File: config.mk
export PLATFORM = sky130hd
export DESIGN_NAME = uart_tx_top
export DESIGN_NICKNAME = d
export VERILOG_FILES = /design/src/rtl/uart_tx_top.sv
export SDC_FILE = /design/constraint.sdc
export NUM_CORES = 1
export LEC_CHECK = 0
export CAP_MARGIN = 15
export CORE_MARGIN = 2
export CORE_UTILIZATION = 53
export CTS_CLUSTER_SIZE = 25
export DETAILED_ROUTE_END_ITERATION = 8
export PLACE_DENSITY = 0.78
export SLEW_MARGIN = 25
export SYNTH_ARGS = -nofsm -noshare
export SYNTH_HDL_FRONTEND = slang
export SYNTH_SLANG_ARGS = --single-unit
File: constraint.sdc
create_clock -name clk -period 3.2 [get_ports clk]
set_input_delay 0.96 -clock clk [delete_from_list [all_inputs] [get_ports clk]]
set_output_delay 0.96 -clock clk [all_outputs]
set_load 0.02 [all_outputs]
File: src/rtl/uart_tx_top.sv
// UART transmitter: start bit, 8 data bits LSB first, optional odd/even parity, one stop bit.
// Baud rate and parity mode are latched at frame start and held for the whole frame.
module uart_tx_top #(
    parameter int CLK_FREQ = 50000000
) (
    input  logic       clk,
    input  logic       reset,
    input  logic [1:0] baud_rate,
    input  logic       enable,
    input  logic [7:0] din,
    input  logic [1:0] parity_type,
    output logic       sending,
    output logic       out
);

    localparam int DIV_2400  = CLK_FREQ / 2400;
    localparam int DIV_4800  = CLK_FREQ / 4800;
    localparam int DIV_9600  = CLK_FREQ / 9600;
    localparam int DIV_19200 = CLK_FREQ / 19200;
    localparam int CW        = $clog2(DIV_2400 + 1);

    typedef enum logic [2:0] {IDLE, START, DATA, PARITY, STOP} state_t;

    state_t        state, state_next;
    logic [CW-1:0] div_sel, div_q;
    logic [CW-1:0] baud_cnt, baud_cnt_next;
    logic [2:0]    bit_cnt, bit_cnt_next;
    logic [7:0]    data_q;
    logic          par_en_q, par_bit_q;
    logic          load, tick;
    logic          out_next, sending_next;

    always_comb begin
        // NOTE: every always_comb output gets a default first so no path infers a latch.
        div_sel = CW'(DIV_2400);
        case (baud_rate)
            2'b00:   div_sel = CW'(DIV_2400);
            2'b01:   div_sel = CW'(DIV_4800);
            2'b10:   div_sel = CW'(DIV_9600);
            default: div_sel = CW'(DIV_19200);
        endcase
    end

    assign tick = (baud_cnt == div_q - CW'(1));

    always_comb begin
        state_next    = state;
        bit_cnt_next  = bit_cnt;
        baud_cnt_next = tick ? '0 : baud_cnt + CW'(1);
        load          = 1'b0;
        case (state)
            IDLE: begin
                baud_cnt_next = '0;
                bit_cnt_next  = '0;
                if (enable) begin
                    state_next = START;
                    load       = 1'b1;
                end
            end
            START: begin
                if (tick) begin
                    state_next   = DATA;
                    bit_cnt_next = '0;
                end
            end
            DATA: begin
                if (tick) begin
                    if (bit_cnt == 3'd7) state_next = par_en_q ? PARITY : STOP;
                    else                 bit_cnt_next = bit_cnt + 3'd1;
                end
            end
            PARITY: if (tick) state_next = STOP;
            STOP:   if (tick) state_next = IDLE;
            default: state_next = IDLE;
        endcase

        // Line level is decoded from the next state so out and sending are registered.
        out_next = 1'b1;
        case (state_next)
            START:   out_next = 1'b0;
            DATA:    out_next = data_q[bit_cnt_next];
            PARITY:  out_next = par_bit_q;
            default: out_next = 1'b1;
        endcase
        sending_next = (state_next != IDLE);
    end

    always_ff @(posedge clk) begin
        // NOTE: sequential state uses non-blocking assignments so all registers update together.
        if (reset) begin
            state    <= IDLE;
            baud_cnt <= '0;
            bit_cnt  <= '0;
            out      <= 1'b1;
            sending  <= 1'b0;
        end else begin
            state    <= state_next;
            baud_cnt <= baud_cnt_next;
            bit_cnt  <= bit_cnt_next;
            out      <= out_next;
            sending  <= sending_next;
        end
    end

    // NOTE: frame payload registers need no reset; they are always loaded before use.
    always_ff @(posedge clk) begin
        if (load) begin
            data_q    <= din;
            div_q     <= div_sel;
            par_en_q  <= (parity_type == 2'b01) || (parity_type == 2'b10);
            par_bit_q <= (parity_type == 2'b01) ? ~^din : ^din;
        end
    end

endmodule

==> flow_metrics.py, run 1 <==
metrics = {
    "status": {
        "status": "finished, violations left",
        "failed_checks": "negative setup slack",
    },
    "clock_network": {
        "numCtsBuffers": 5,
        "cts_buffer_depth": 2,
        "cts_root_buffer": "clkbuf_8",
        "cts_hold_buffers": 0,
        "tritoncts": "done",
        "clock-sinks": 42,
        "ctsHtreeMaxLevel": 2,
        "clk_pin_slew_ns": 0.08,
        "clock_latency_ns": 0.29,
    },
    "synthesis": {
        "yosysTopAreaCellShare_pct": 22.8,
        "syn-mean-instance-area_sq_um": 9.61,
        "synth_area_sq_um": 2510,
        "synth_cells": 261,
        "async_flop_share_pct": 0,
        "synth_edf_count": 19,
        "synth-adder-area-share_pct": 4.49,
        "synthTopCellsByArea": "edfxtp_1 23%, dfxtp_1 18%, xnor2_1 5.9%",
        "syn_nets": 285,
        "muxShareOfSynthArea_pct": 0.399,
        "ys.flop_type": "dfxtp_1",
        "yosys_warnings": 0,
        "ys_seq_area_share_pct": 41.1,
        "synth-seq-cells": 42,
        "ys_types": 57,
        "synthXorXnorAreaFrac_pct": 10.5,
        "synth_compound_area_share_pct": 14.4,
        "synth_top_family_by_area": "simple AND/OR/NAND/NOR gates",
        "netlist.top_cell.by_area": "edfxtp_1",
        "yosys.area_share.simple_pct": 23.9,
    },
    "sta": {
        "setup_slack_ns": -0.00545,
        "rsz0062_at_grt": "true",
        "period_share_pct": 100,
        "setup_viol": 1,
        "hold_violations": 0,
        "clock.fmax_mhz": 312,
        "hold_slack_ns": 0.499,
        "min_period_ns": 3.21,
        "maxSlewHeadroom_pct": 63.7,
        "drv_slew": 0,
        "worstMarginPinSlew_ns": 0.542,
        "fin_worst_skew_ns": 0.00508,
    },
    "pwr": {
        "irDropWorstVdd_mv": 0.244,
        "power.leakage_nw": 1.20,
        "p_per_area_nw_per_um2": 411,
    },
    "grt": {
        "grt_pass1_wl_mm": 9.09,
        "gr-total-overflow": 0,
        "grt_pass1_vias": 2004,
        "antenna_found_initial": 0,
        "grt_max_degree": 20,
        "grtUsageTotal_pct": 21.7,
    },
    "floorplan": {
        "core_sq_um": 4630,
        "dieArea_sq_um": 5300,
        "num_rows": 25,
        "fp.dieW_microns": 72.8,
        "dieHeight_microns": 72.8,
        "start_util_pct": 54.2,
        "num_io_pins": 17,
    },
    "routing": {
        "wire_per_inst_microns": 14.5,
        "via_per_inst": 5.71,
        "vias": 2072,
        "dr.pass1.iters": 4,
        "wl_mm": 5.27,
        "drc": 0,
        "drt_iter0_markers": 283,
        "antenna_left": 0,
    },
    "placement": {
        "place_area_sq_um": 2900,
        "place_congestion": 0.885,
        "port_buffers": 16,
        "dpl.hpwl_mm": 3.65,
    },
    "cells_and_area": {
        "design_area_sq_um": 3110,
        "drive_above_1_share_pct": 20.7,
        "nets": 332,
        "area_growth_pct": 23.9,
        "layout_commonest_cell": "nor2_1",
        "antennaDiodeCount": 0,
        "final_cell_mix": "33 x nor2_1, 31 x buf_4, 23 x dfxtp_1",
    },
    "critical_path": {
        "cp_data_arrival_time_ns": 3.43,
        "crit_path_top_delay_cell": "or4_4",
        "cp-end-kind": "flop",
        "worst_ep_required_time_ns": 3.43,
        "path_buf_inv": 1,
        "path_cells": "buf_6 -> or4_4 -> or3_4 -> a21oi_4 -> nor2_2 -> or4b_4 -> o211ai_4 -> nand3_4 -> o211a_1 -> a211o_1 -> a31oi_1",
        "worstPathMaxFanout": 7,
        "crit_family": "simple AND/OR/NAND/NOR gates",
        "slowest_delay_ns": 0.53,
        "start_kind": "flop",
        "criticalPathCategory": "flop to flop",
    },
    "worst_hold_path": {
        "hold_path.class": "flop to flop",
    },
    "run": {
        "cap_viol_max_count": 0,
    },
}
## stage by stage
| stage | std cells | utilization, % | setup slack [ns] | setup TNS, ns | power [mW] |
|---|---|---|---|---|---|
| 2_1_floorplan | 261 | - | -0.0253 | -0.0253 | 0.716 |
| 3_3_place_gp | 350 | 62.5 | 0.0577 | 0 | 0.775 |
| 3_5_place_dp | 350 | 62.5 | -0.0143 | -0.0143 | 0.780 |
| 4_1_cts | 363 | 66.6 | -0.0144 | -0.0144 | 1.27 |
| 5_1_grt | 363 | 67.1 | -0.140 | -0.233 | 1.32 |
| 6_report | 363 | 67.1 | -0.00545 | -0.00545 | 1.28 |
## cells by family (layout without fill, tap and decap cells)
group | after synthesis | after routing
DFF | 42 | 42
and+or+nand+nor | 106 | 106
muxes | 1 | 1
xor gates and xnor gates | 30 | 30
AOI/OAI and AO/OA | 46 | 46
adders and majority gates | 9 | 9
buffers and inverters | 27 | 75
## routing by layer
metal  vias to the layer above  part of all wire (%)  GRT usage [%]
met4                         0                   1.6           8.64
met3                        10                   4.8           4.28
li1                       1035                     -              -
met1                       955                    45           30.0
met2                        72                    48           33.6
met5                         -                     0              0
## cell type report
type,count,area [sq um]
Sequential cell,42,1030
Tap cell,54,67.6
Clock inverter,3,63.8
Multi-Input combinational cell,192,1400
Inverter,19,73.8
Fill cell,357,1520
Clock buffer,5,68.8
Timing Repair Buffer,48,404
## Yosys cell counts, drive strengths merged, types with 4 or more instances
library cell  number
a21oi              8
a31oi              5
and3               6
clkbuf             7
dfxtp             23
edfxtp            19
ha                 9
inv               19
nand2             13
nand3              7
nand4              7
nor2              34
nor3               6
nor4               4
o211ai             5
o21ai              5
or3                4
xnor2             17
xor2              13
## power by group
group / internal [mW] / switching, mW / leakage [nW]
Sequential: 0.590 / 0.0164 / 0.369
Clock: 0.309 / 0.186 / 0.0658
Combinational: 0.0893 / 0.0862 / 0.761
Total: 0.988 / 0.289 / 1.20
## state kept, by name, indices dropped and copies added, names as in the netlist
signal / cells
bit_cnt: 3
baud_cnt: 15
out: 1
state: 3
div_q: 9
data_q: 8
par_bit_q: 1
sending: 1
par_en_q: 1
## repair_timing
item	4_1_cts	5_1_grt
setup buffers	5	0
endpoints found under the setup margin	1	2
gates resized for setup	3	5
pin swaps	5	2
endpoints found under the hold margin	0	0
## worst reg2reg max path: stages, from the launching register on
cell,delay [ns]
edfxtp_1,0.42
buf_6,0.16
or4_4,0.53
or3_4,0.39
a21oi_4,0.16
nor2_2,0.06
or4b_4,0.52
o211ai_4,0.22
nand3_4,0.11
o211a_1,0.22
a211o_1,0.22
a31oi_1,0.12
## worst paths after layout
check              start     endpoint  slack [ns]  cells after the start
min          baud_cnt[0]  baud_cnt[0]        0.50                      1
max             div_q[9]          out      -0.005                     11
min reg2reg  baud_cnt[0]  baud_cnt[0]        0.50                      1
max reg2reg     div_q[9]          out      -0.005                     11
No activity file was read; power rests on OpenSTA's default activity.
==> inputs of run 2 (changes only) <==
--- a/config.mk
+++ b/config.mk
@@ -5,12 +5,14 @@
 export SDC_FILE = /design/constraint.sdc
 export NUM_CORES = 1
 export LEC_CHECK = 0
+export ABC_AREA = 1
+export ABC_CLOCK_PERIOD_IN_PS = 3200
 export CAP_MARGIN = 15
 export CORE_MARGIN = 2
 export CORE_UTILIZATION = 53
 export CTS_CLUSTER_SIZE = 25
 export DETAILED_ROUTE_END_ITERATION = 8
-export PLACE_DENSITY = 0.78
+export PLACE_DENSITY = 0.77
 export SLEW_MARGIN = 25
 export SYNTH_ARGS = -nofsm -noshare
 export SYNTH_HDL_FRONTEND = slang
==> run 2 against run 1 <==
Compared with the run above: the flow now finishes without violations; core utilization fell by 4.4 points; final cell count rose by 21%; combinational power fell by 10%; worst hold slack improved by 0.0012 ns; largest cell class unchanged; largest power group unchanged.
==> flow_metrics.py, run 2 <==
metrics = {
    "clock_network": {
        "cts_hold_buffers": 0,
        "post_cts_resized": 0,
        "clock_latency_ns": 0.30,
        "numCtsBuffers": 5,
        "cts_buffer_depth": 2,
        "clock-sinks": 42,
        "cts_setup_buffers": 0,
        "cts_root_buffer": "clkbuf_8",
        "clk_pin_slew_ns": 0.08,
        "ctsHtreeMaxLevel": 2,
        "tritoncts": "done",
    },
    "cells_and_area": {
        "final_cell_mix": "86 x nand2_1, 48 x inv_1, 42 x nor2_1",
        "antennaDiodeCount": 0,
        "reg_top3": "baud_cnt x15, div_q x9, data_q x8",
        "layout_commonest_cell": "nand2_1",
        "nets": 396,
        "area_growth_pct": 13.3,
        "top_register": "baud_cnt",
        "largest_register_ffs": 15,
        "drive_above_1_share_pct": 12.1,
    },
    "worst_hold_path": {
        "min_delay_worst_endpoint": "baud_cnt[0]",
        "hold_path_depth": 1,
        "holdCritStartpoint": "baud_cnt[0]",
        "hold_path.class": "flop to flop",
    },
    "sta": {
        "clock.fmax_mhz": 379,
        "fin_worst_skew_ns": 0.00270,
        "period_share_pct": 82.4,
        "setup_viol": 0,
        "tns_ns": 0,
        "min_period_ns": 2.64,
        "rsz0062_at_grt": "false",
        "hold_violations": 0,
        "worstMarginPinSlew_ns": 0.502,
        "drv_slew": 0,
        "maxSlewHeadroom_pct": 66.5,
    },
    "routing": {
        "wl_met3_microns": 242,
        "route.met2.wl_mm": 2.35,
        "wire_per_inst_microns": 11.7,
        "drt_iter0_markers": 157,
        "wl_met1_mm": 2.47,
        "dr.pass1.iters": 4,
        "drc": 0,
        "via_per_inst": 5.00,
        "antenna_left": 0,
        "vias": 2199,
        "wl_mm": 5.15,
        "top_layer_used": "met4",
    },
    "critical_path": {
        "rr_endpoint": "out",
        "cp_data_arrival_time_ns": 2.83,
        "path_common_cell": "nand2_1",
        "start_kind": "flop",
        "worst_ep_required_time_ns": 3.39,
        "path_cells": "inv_4 -> ha_1 -> nand3_2 -> xnor2_1 -> nor2_1 -> nand2_1 -> nor2_1 -> nand3_2 -> nand2_1 -> o21ai_0 -> o21ai_1 -> nand3_1 -> nand2_1 -> nand2_1 -> nand3_1 -> nand2_1",
        "reg2reg_slack_ns": 0.56,
        "reg2reg_from": "div_q[8]",
        "cp-end-kind": "flop",
        "crit_path_top_delay_cell": "edfxtp_1",
        "worstPathMaxFanout": 7,
        "reg2reg_depth": 16,
        "crit_family": "simple AND/OR/NAND/NOR gates",
        "slowest_delay_ns": 0.47,
        "path_buf_inv": 1,
        "criticalPathCategory": "flop to flop",
    },
    "pwr": {
        "irDropWorstVdd_mv": 0.307,
        "clkPwrFrac_pct": 34.8,
        "intPower_uw": 887,
        "p_switching_uw": 287,
        "seq_power_share_pct": 51.8,
        "power.leakage_nw": 1.30,
        "swShare_pct": 24.5,
        "total_power_mw": 1.17,
        "p_per_area_nw_per_um2": 391,
        "comb_power_share_pct": 13.4,
    },
    "synthesis": {
        "synth_common_cells": "86 x nand2_1, 48 x inv_1, 42 x nor2_1, 25 x nand3_1, 23 x dfxtp_1",
        "ys.flop_type": "dfxtp_1",
        "yosys_warnings": 0,
        "synth_edf_count": 19,
        "syn_nets": 373,
        "synthTopCellsByArea": "edfxtp_1 22%, dfxtp_1 17%, nand2_1 12%",
        "synth_cells": 349,
        "yosysTopAreaCellShare_pct": 21.5,
        "synth-seq-cells": 42,
        "netlist.top_cell.by_area": "edfxtp_1",
        "synth_most_common_cell": "nand2_1",
        "async_flop_share_pct": 0,
        "ys_seq_area_share_pct": 38.9,
        "ys_types": 34,
        "synth_area_sq_um": 2650,
        "syn-mean-instance-area_sq_um": 7.59,
    },
    "floorplan": {
        "dieArea_sq_um": 5580,
        "num_rows": 25,
        "num_io_pins": 17,
        "start_util_pct": 55.3,
        "core_sq_um": 4790,
        "fp.dieW_microns": 74.7,
        "dieHeight_microns": 74.7,
    },
    "grt": {
        "grt_pass1_wl_mm": 8.85,
        "grt_pass1_vias": 2060,
        "antenna_found_initial": 0,
        "grtUsageTotal_pct": 20.7,
        "gr-total-overflow": 0,
        "grt_max_degree": 20,
    },
    "run": {
        "cap_viol_max_count": 0,
    },
    "placement": {
        "port_buffers": 16,
        "place_congestion": 0.964,
        "dpl.hpwl_mm": 4.09,
    },
    "status": {
        "status": "complete, no violations",
    },
}
==> run 2: cells by family after synthesis <==
family / share of synthesized area, %
and+or+nand+nor: 36.7
buffers and inverters: 8.12
DFF: 38.9
AOI/OAI and AO/OA: 5.10
xor gates and xnor gates: 6.94
adders and majority gates: 4.25
==> run 2: worst max path at each step <==
stage                   from  endpoint  slack, ns  cells after the start
floorplan           div_q[8]       out       0.94                     23
global placement    div_q[9]       out       0.68                     16
detailed placement  div_q[9]       out       0.65                     16
CTS                 div_q[8]       out       0.61                     16
global route        div_q[9]       out       0.27                     23
finish              div_q[8]       out       0.56                     16
==> run 2: cell type report <==
type	instances	area, sq um
tap	67	83.8
multi-input combinational	251	1400
sequential	42	1030
fill	414	1780
clock inverter	2	33.8
inverter	55	210
timing repair buffer	17	168
clock buffer	6	72.6
==> run 2: stage by stage <==
step	utilization [%]	hold WS (ns)	std cells	setup slack (ns)	cell area, sq um
2_1_floorplan	-	0.442	349	0.937	2650
3_3_place_gp	60.5	0.476	432	0.677	2900
3_5_place_dp	60.5	0.484	432	0.649	2900
4_1_cts	62.7	0.502	440	0.607	3000
5_1_grt	62.7	0.520	440	0.272	3000
6_report	62.7	0.501	440	0.562	3000
==> run 2: worst register-to-register path, stage by stage (launching register included) <==
cell	delay [ns]
edfxtp_1	0.47
inv_4	0.13
ha_1	0.28
nand3_2	0.18
xnor2_1	0.18
nor2_1	0.20
nand2_1	0.07
nor2_1	0.19
nand3_2	0.15
nand2_1	0.08
o21ai_0	0.07
o21ai_1	0.18
nand3_1	0.10
nand2_1	0.08
nand2_1	0.05
nand3_1	0.08
nand2_1	0.05
==> run 2: routing by layer <==
layer,vias to the layer above,track usage (%)
met2,45,33.6
li1,1145,-
met4,0,7.14
met1,998,27.1
met5,-,0
met3,11,5.22
==> run 2: power by group through the flow <==
stage / logic [mW] / clock network [mW] / registers [mW]
after floorplan: 0.107 / 0 / 0.616
after global placement: 0.153 / 0 / 0.620
after detailed placement: 0.157 / 0 / 0.620
after CTS: 0.158 / 0.416 / 0.607
after global routing: 0.179 / 0.437 / 0.611
final: 0.157 / 0.409 / 0.608
